## config.mk

```make
export PLATFORM = sky130hd
export DESIGN_NAME = nn_sram_port_arbiter
export DESIGN_NICKNAME = d
export VERILOG_FILES = /design/src/rtl/nn_sram_port_arbiter.sv
export SDC_FILE = /design/constraint.sdc
export NUM_CORES = 1
export LEC_CHECK = 0
export ABC_AREA = 0
export BUFFER_PORTS_ARGS = -buffer_cell sky130_fd_sc_hd__buf_2
export CAP_MARGIN = 20
export CORE_UTILIZATION = 35
export CTS_CLUSTER_SIZE = 30
export DETAILED_ROUTE_END_ITERATION = 6
export MAX_ROUTING_LAYER = met4
export PLACE_DENSITY = 0.76
export SLEW_MARGIN = 20
export SYNTH_ARGS = -nofsm -noshare
export SYNTH_HDL_FRONTEND = slang
export SYNTH_SLANG_ARGS = --single-unit
```

## constraint.sdc

```tcl
create_clock -name clk -period 3.9 [get_ports clk]
set_input_delay 0.585 -clock clk [delete_from_list [all_inputs] [get_ports clk]]
set_output_delay 0.585 -clock clk [all_outputs]
set_load 0.05 [all_outputs]
```

## src/rtl/nn_sram_port_arbiter.sv

```systemverilog
// Single-port SRAM arbiter: host writes and inference read bursts share one dpram port.
// Reads win unless a write has waited MAX_WAIT cycles, which then steals one slot mid-burst.
module nn_sram_port_arbiter #(
    parameter int ADDR_W   = 5,
    parameter int DATA_W   = 32,
    parameter int LEN_W    = 5,
    parameter int MAX_WAIT = 4
) (
    input  logic              clk,
    input  logic              rst,
    input  logic              rd_req,
    input  logic [ADDR_W-1:0] rd_addr,
    input  logic [LEN_W-1:0]  rd_len,
    output logic              rd_gnt,
    output logic              rd_valid,
    output logic [DATA_W-1:0] rd_data,
    output logic              rd_done,
    input  logic              wr_valid,
    input  logic [ADDR_W-1:0] wr_addr,
    input  logic [DATA_W-1:0] wr_data,
    output logic              wr_ready,
    output logic [ADDR_W-1:0] mem_a,
    output logic              mem_csb,
    output logic              mem_web,
    output logic              mem_oeb,
    output logic [DATA_W-1:0] mem_i,
    input  logic [DATA_W-1:0] mem_o,
    output logic              busy
);

    localparam int WAIT_W = $clog2(MAX_WAIT + 1);
    localparam logic [WAIT_W-1:0] WAIT_MAX = WAIT_W'(MAX_WAIT);

    typedef enum logic [1:0] {IDLE, RD, WR, WRI} state_t;

    state_t              state_reg, state_next;
    logic [ADDR_W-1:0]   base_reg, base_next;
    logic [LEN_W-1:0]    last_reg, last_next;
    logic [LEN_W-1:0]    beat_reg, beat_next;
    logic [WAIT_W-1:0]   wait_reg, wait_next;
    logic [ADDR_W-1:0]   a_reg, a_next;
    logic [DATA_W-1:0]   i_reg, i_next;
    logic                csb_reg, csb_next;
    logic                web_reg, web_next;
    logic                oeb_reg, oeb_next;
    logic                valid_reg, done_reg, done_next;
    logic                starved;

    assign starved = (wait_reg >= WAIT_MAX);

    always_comb begin
        state_next = state_reg;
        base_next  = base_reg;
        last_next  = last_reg;
        beat_next  = beat_reg;
        a_next     = a_reg;
        i_next     = i_reg;
        csb_next   = 1'b1;
        web_next   = 1'b1;
        oeb_next   = 1'b1;
        rd_gnt     = 1'b0;
        wr_ready   = 1'b0;
        done_next  = 1'b0;

        case (state_reg)
            IDLE, WR: begin
                if (wr_valid && (!rd_req || starved)) begin
                    wr_ready   = 1'b1;
                    state_next = WR;
                end else if (rd_req) begin
                    rd_gnt     = 1'b1;
                    base_next  = rd_addr;
                    last_next  = rd_len;
                    beat_next  = '0;
                    state_next = RD;
                end else begin
                    state_next = IDLE;
                end
            end
            RD: begin
                // The final beat is never preempted, so a 1-beat burst cannot be split.
                if (wr_valid && starved && (beat_reg != last_reg)) begin
                    wr_ready   = 1'b1;
                    state_next = WRI;
                end else if (beat_reg == last_reg) begin
                    done_next  = 1'b1;
                    state_next = IDLE;
                end else begin
                    beat_next  = beat_reg + LEN_W'(1);
                end
            end
            WRI: begin
                beat_next  = beat_reg + LEN_W'(1);
                state_next = RD;
            end
            default: state_next = IDLE;
        endcase

        // Strobes are registered, so they are computed for the state being entered.
        case (state_next)
            RD: begin
                csb_next = 1'b0;
                oeb_next = 1'b0;
                a_next   = base_next + ADDR_W'(beat_next);
            end
            WR, WRI: begin
                csb_next = 1'b0;
                web_next = 1'b0;
                a_next   = wr_addr;
                i_next   = wr_data;
            end
            default: ;
        endcase

        if (!wr_valid || wr_ready)
            wait_next = '0;
        else if (!starved)
            wait_next = wait_reg + WAIT_W'(1);
        else
            wait_next = wait_reg;
    end

    always_ff @(posedge clk or negedge rst) begin
        if (!rst) begin
            state_reg <= IDLE;
            base_reg  <= '0;
            last_reg  <= '0;
            beat_reg  <= '0;
            wait_reg  <= '0;
            a_reg     <= '0;
            i_reg     <= '0;
            csb_reg   <= 1'b1;
            web_reg   <= 1'b1;
            oeb_reg   <= 1'b1;
            valid_reg <= 1'b0;
            done_reg  <= 1'b0;
        end else begin
            state_reg <= state_next;
            base_reg  <= base_next;
            last_reg  <= last_next;
            beat_reg  <= beat_next;
            wait_reg  <= wait_next;
            a_reg     <= a_next;
            i_reg     <= i_next;
            csb_reg   <= csb_next;
            web_reg   <= web_next;
            oeb_reg   <= oeb_next;
            valid_reg <= (state_reg == RD);
            done_reg  <= done_next;
        end
    end

    assign mem_a    = a_reg;
    assign mem_i    = i_reg;
    assign mem_csb  = csb_reg;
    assign mem_web  = web_reg;
    assign mem_oeb  = oeb_reg;
    assign rd_valid = valid_reg;
    assign rd_done  = done_reg;
    assign rd_data  = mem_o;
    assign busy     = (state_reg != IDLE);

endmodule

```

# Word level (Yosys, flattened, before mapping)
# Cells that the tools add are included.
word_totals:
  ff_bits: 62
  in_bits: 83
  elab_cells: 68
op_classes:
  n_addsub: 3
  n_lt_le_gt_ge: 1
  n_eq_ne: 9
  mux: 28
  bitwise_logic: 1
  reduce_logical: 14
op_table:
  columns: ["operator", "n"]
  rows:
  - ["$mux 5", 7]
  - ["$pmux 5 s3", 1]
  - ["$mux 1", 12]
  - ["$pmux 5 s2", 1]
  - ["$eq 2x2->1 const B", 4]
  - ["$mux 2", 3]
  - ["$mux 3", 2]
  - ["$pmux 2 s3", 1]
  - ["$add 5x1->5 const B", 1]
  - ["$add 5x5->5", 1]
  - ["$eq 5x5->1", 1]
  - ["$ne 5x5->1", 1]
  - ["$eq 2x1->1 const B", 2]
  - ["$reduce_bool 2->1", 2]
  - ["$reduce_or 2->1", 2]
  - ["$add 3x1->3 const B", 1]
  - ["$ge 3x3->1 const B", 1]
  - ["$logic_and 1x1->1", 3]
  - ["$reduce_and 3->1", 1]
  - ["$reduce_or 3->1", 1]
  - ["$logic_not 1->1", 2]
  - ["$logic_not 2->1", 1]
  - ["$logic_or 1x1->1", 2]
  - ["$ne 2x1->1 const B", 1]
  - ["other kinds (2)", 2]

# Longest topological paths before layout
depth:
  ltp_word: 8
  ltp_mapped: 13
  mapped_depth_nobuf: 12

# Worst setup path after synthesis
# No wires, ideal clock.
synth_path:
  path_kind: "input port to flip-flop"
  startpoint: "input port rd_req"
  endpoint: "register a_reg[4] (netlist: mem_a[4])"
  arrival_ns: 3.258
  required_time_ns: 3.769
  setup_slack_ns: 0.511
  cell_stages: 11
  n_path_buf: 1
  cell_sequence: "nor2b_1 -> nand2_4 -> inv_1 -> clkbuf_1 -> nor2_1 -> fa_1 -> a21o_1 -> a21oi_1 -> xor2_1 -> and4_4 -> or3b_1"
synth_rtl:
  columns: ["element", "line", "rtl"]
  rows:
  - ["start, declared", "11", "input logic rd_req,"]
  - ["$logic_not 1->1", "67", "if (wr_valid && (!rd_req || starved)) begin"]
  - ["$logic_or 1x1->1", "67", null]
  - ["$logic_and 1x1->1", "67", null]
  - ["$mux 5 (*)", "67", null]
  - ["$pmux 5 s3 (*)", "65", "case (state_reg)"]
  - ["named net beat_next[1]", "39", "logic [LEN_W-1:0] beat_reg, beat_next;"]
  - ["$add 5x5->5 (*)", "104", "a_next = base_next + ADDR_W'(beat_next);"]
  - ["$pmux 5 s2 (*)", "100", "case (state_next)"]
  - ["end signal, assigned", "143", "a_reg <= a_next;"]
  - ["end, declared", "41", "logic [ADDR_W-1:0] a_reg, a_next;"]
# The timed path passes the listed nets; every way through them passes the cells marked *.
# A chain may end at the register's enable or synchronous reset.

# Final worst setup path
layout_path:
  startpoint: "register beat_reg[0]"
  endpoint: "register a_reg[4] (netlist: mem_a[4])"
layout_rtl:
  columns: ["element", "line", "rtl"]
  rows:
  - ["start, declared", "39", null]
  - ["start signal, assigned", "141", "beat_reg <= beat_next;"]
  - ["$add 5x1->5, or another cell as far along", "89, 93", null]
  - ["$mux 5 or $logic_and 1x1->1 (tied branches)", "85, 82", null]
  - ["$mux 5", "82", "if (wr_valid && starved && (beat_reg != last_reg)) begin"]
  - ["$pmux 5 s3 (*)", "65", null]
  - ["named net beat_next[0]", "39", null]
  - ["$add 5x5->5 (*)", "104", null]
  - ["$pmux 5 s2 (*)", "100", null]
# Marked as above.

==> out/results.ini <==
[timing]
setup_tns_ns = 0
fin_skew_ns = 0.00531
period_needed_ns = 3.47
hold_viol_final = 0
slew_headroom = 0.434
finalSetupViolCount = 0
finalMaxSlewViolations = 0
whs_ns = 0.363
tightest_slew_ns = 0.848
grt_setup_unrepaired = no
fmaxAchievable_mhz = 288
timing.final.crit_share = 0.890

[yosys]
synthXorXnorAreaFrac = 0.0266
netlist_top_cells_count = 59 x dfrtp_1, 33 x nand2_1, 32 x buf_4, 32 x mux2_2, 12 x nor2_1
syn_area_per_cell_um2 = 11.8
synth-edff-count = 0
synth_adder_area_share = 0.0405
async_flop_share = 1.00
ys_types = 42
yosysWarnings = 0
synth_nets = 344
synth_compound_area_frac = 0.0498
synth_most_common_cell = dfrtp_1
ys_seq_area_frac = 0.525
netlist_area_um2 = 2960
synth_top_family_by_area = multiplexers
synth_top_area_cell = dfrtp_1
synthCells = 252
synth_seq_cells = 62
muxShareOfSynthArea = 0.145
synth.area.top_cells = dfrtp_1 50%, mux2_2 12%, buf_4 8.1%
synth_ff_type = dfrtp_1
synth-simple-area-share = 0.109
synth_top_cell_area_share = 0.498

[clocking]
ctsHoldBuffers = 0
cts_resized = 0
cts_root_buf = clkbuf_8
post_cts_buffers = 0
h-tree-depth = 3
numCtsBuffers = 9
clockBufferDepth = 2
cts_tree = done
clock-sinks = 62
clock_latency_ns = 0.33
clk_pin_slew_ns = 0.07

[route]
drc = 0
drt-total-wl_mm = 5.68
drt_first_iter_violations = 48
ant_nets = 0
viasPerCell = 4.63
num_vias = 2005
wl_per_cell_um = 13.1
drtPass1Iterations = 4

[finish]
nNetsFinal = 415
largest_reg_flops = 32
fillCellCount = 793
drive_above_1_share = 0.488
synthToLayoutAreaGrowth_pct = 19.5
insertedDiodeCount = 0

[global_route]
grt-ovfl-total = 0
grt_pass1_vias = 1946
grt_max_degree = 40
grt_pass1_wl_mm = 9.25
track_usage = 0.143
antenna_found_initial = 0

[worst_setup_path]
cp.required_ns = 4.10
r2r_start = beat_reg[0]
reg2reg_depth = 12
cp.arrival_ns = 3.68
endpoint_kind = register
r2r_slack_ns = 0.43
cp-startpoint = beat_reg[0]
crit_type = register to register
path_max_fanout = 5
reg2reg_to = mem_a[4]
worstSetupStartpointType = register
critPathCapture = mem_a[4]

[power]
p_leak_nw = 1.82
p_per_area_nw_per_um2 = 1060
irDropWorstVdd_v = 0.000444

[hold_path]
hold_class = primary input to async pin

[run]
maxCapViolCount = 0

[floorplan]
die_w_um = 94.0
dieArea_um2 = 8840
core_um2 = 8220
die_h_um = 94.0
ioPinCount = 160
initial_core_util = 0.361
core.rowCount = 33

[place]
dp_hpwl_mm = 4.25
place_congestion = 0.800
portBuffers = 95

[status]
status = complete, no violations

## cells in the final DEF, fill, tap and decap left out, types with 3 or more instances in the layout
cell / count
buf_2: 95
nor2_1: 12
dfstp_2: 3
mux2i_1: 7
dfrtp_1: 59
ha_1: 8
buf_4: 3
a21oi_1: 7
xor2_1: 8
mux2_2: 32
inv_1: 8
clkbuf_8: 10
nand2_1: 33
## cell type report
type                    instances  area, µm²  share of cell area
inverters                       9       38.8              0.0110
repair buffers                 98        498               0.141
well taps                     105        131              0.0371
clock inverters                 4       70.1              0.0198
clock buffers                  12        145              0.0410
multi-input cells             143       1100               0.311
flip-flops and latches         62       1560               0.439
## critical path: stages, from the launching register on
cell and delay [ns]:
dfrtp_1 0.44, xor2_1 0.21, nor3_2 0.31, a21boi_0 0.15, o21ai_1 0.35, mux2i_1 0.19
ha_1 0.25, fa_1 0.42, a21o_1 0.20, a21oi_1 0.18, xor2_1 0.11, and4_4 0.20
or3b_1 0.36
## worst min-delay path by stage
stage,start,end,depth (start not counted)
2_1_floorplan,rst,base_reg[0],0
5_1_grt,rst,rd_done,1
4_1_cts,rst,wait_reg[0],1
3_3_place_gp,base_reg[3],base_reg[3],2
3_5_place_dp,base_reg[0],base_reg[0],2
6_report,rst,wait_reg[0],1
## where the power goes
part	switching (mW)	total, mW	internal (mW)
combinational	1.35	2.02	0.676
clock	0.238	0.613	0.376
sequential	0.167	1.12	0.958
total	1.75	3.76	2.01
## through the flow
step            util  total power, mW  instances  setup WS (ns)  cell area [µm²]
3_3_place_gp   0.405             3.12        417          0.554             3320
5_1_grt        0.431             4.02        433          0.175             3540
4_1_cts        0.431             3.82        433          0.443             3540
2_1_floorplan      -             2.78        252          0.511             2960
6_report       0.431             3.76        433          0.429             3540
3_5_place_dp   0.405             3.18        417          0.471             3320
## cell families after synthesis
| logic type | count (synthesis) |
|---|---|
| flops | 62 |
| compound gates | 22 |
| xor+xnor | 9 |
| mux | 39 |
| simple gates | 64 |
| buf+inv | 47 |
| fa+ha+maj | 9 |
## routing by layer
metal | vias up | GRT usage | share of wire
met5 | - | - | 0
met4 | 0 | 0.0513 | 0.016
met3 | 14 | 0.0502 | 0.057
met2 | 69 | 0.210 | 0.48
met1 | 972 | 0.181 | 0.45
li1 | 950 | - | -
Note: power is estimated with default switching activity, not from simulation.
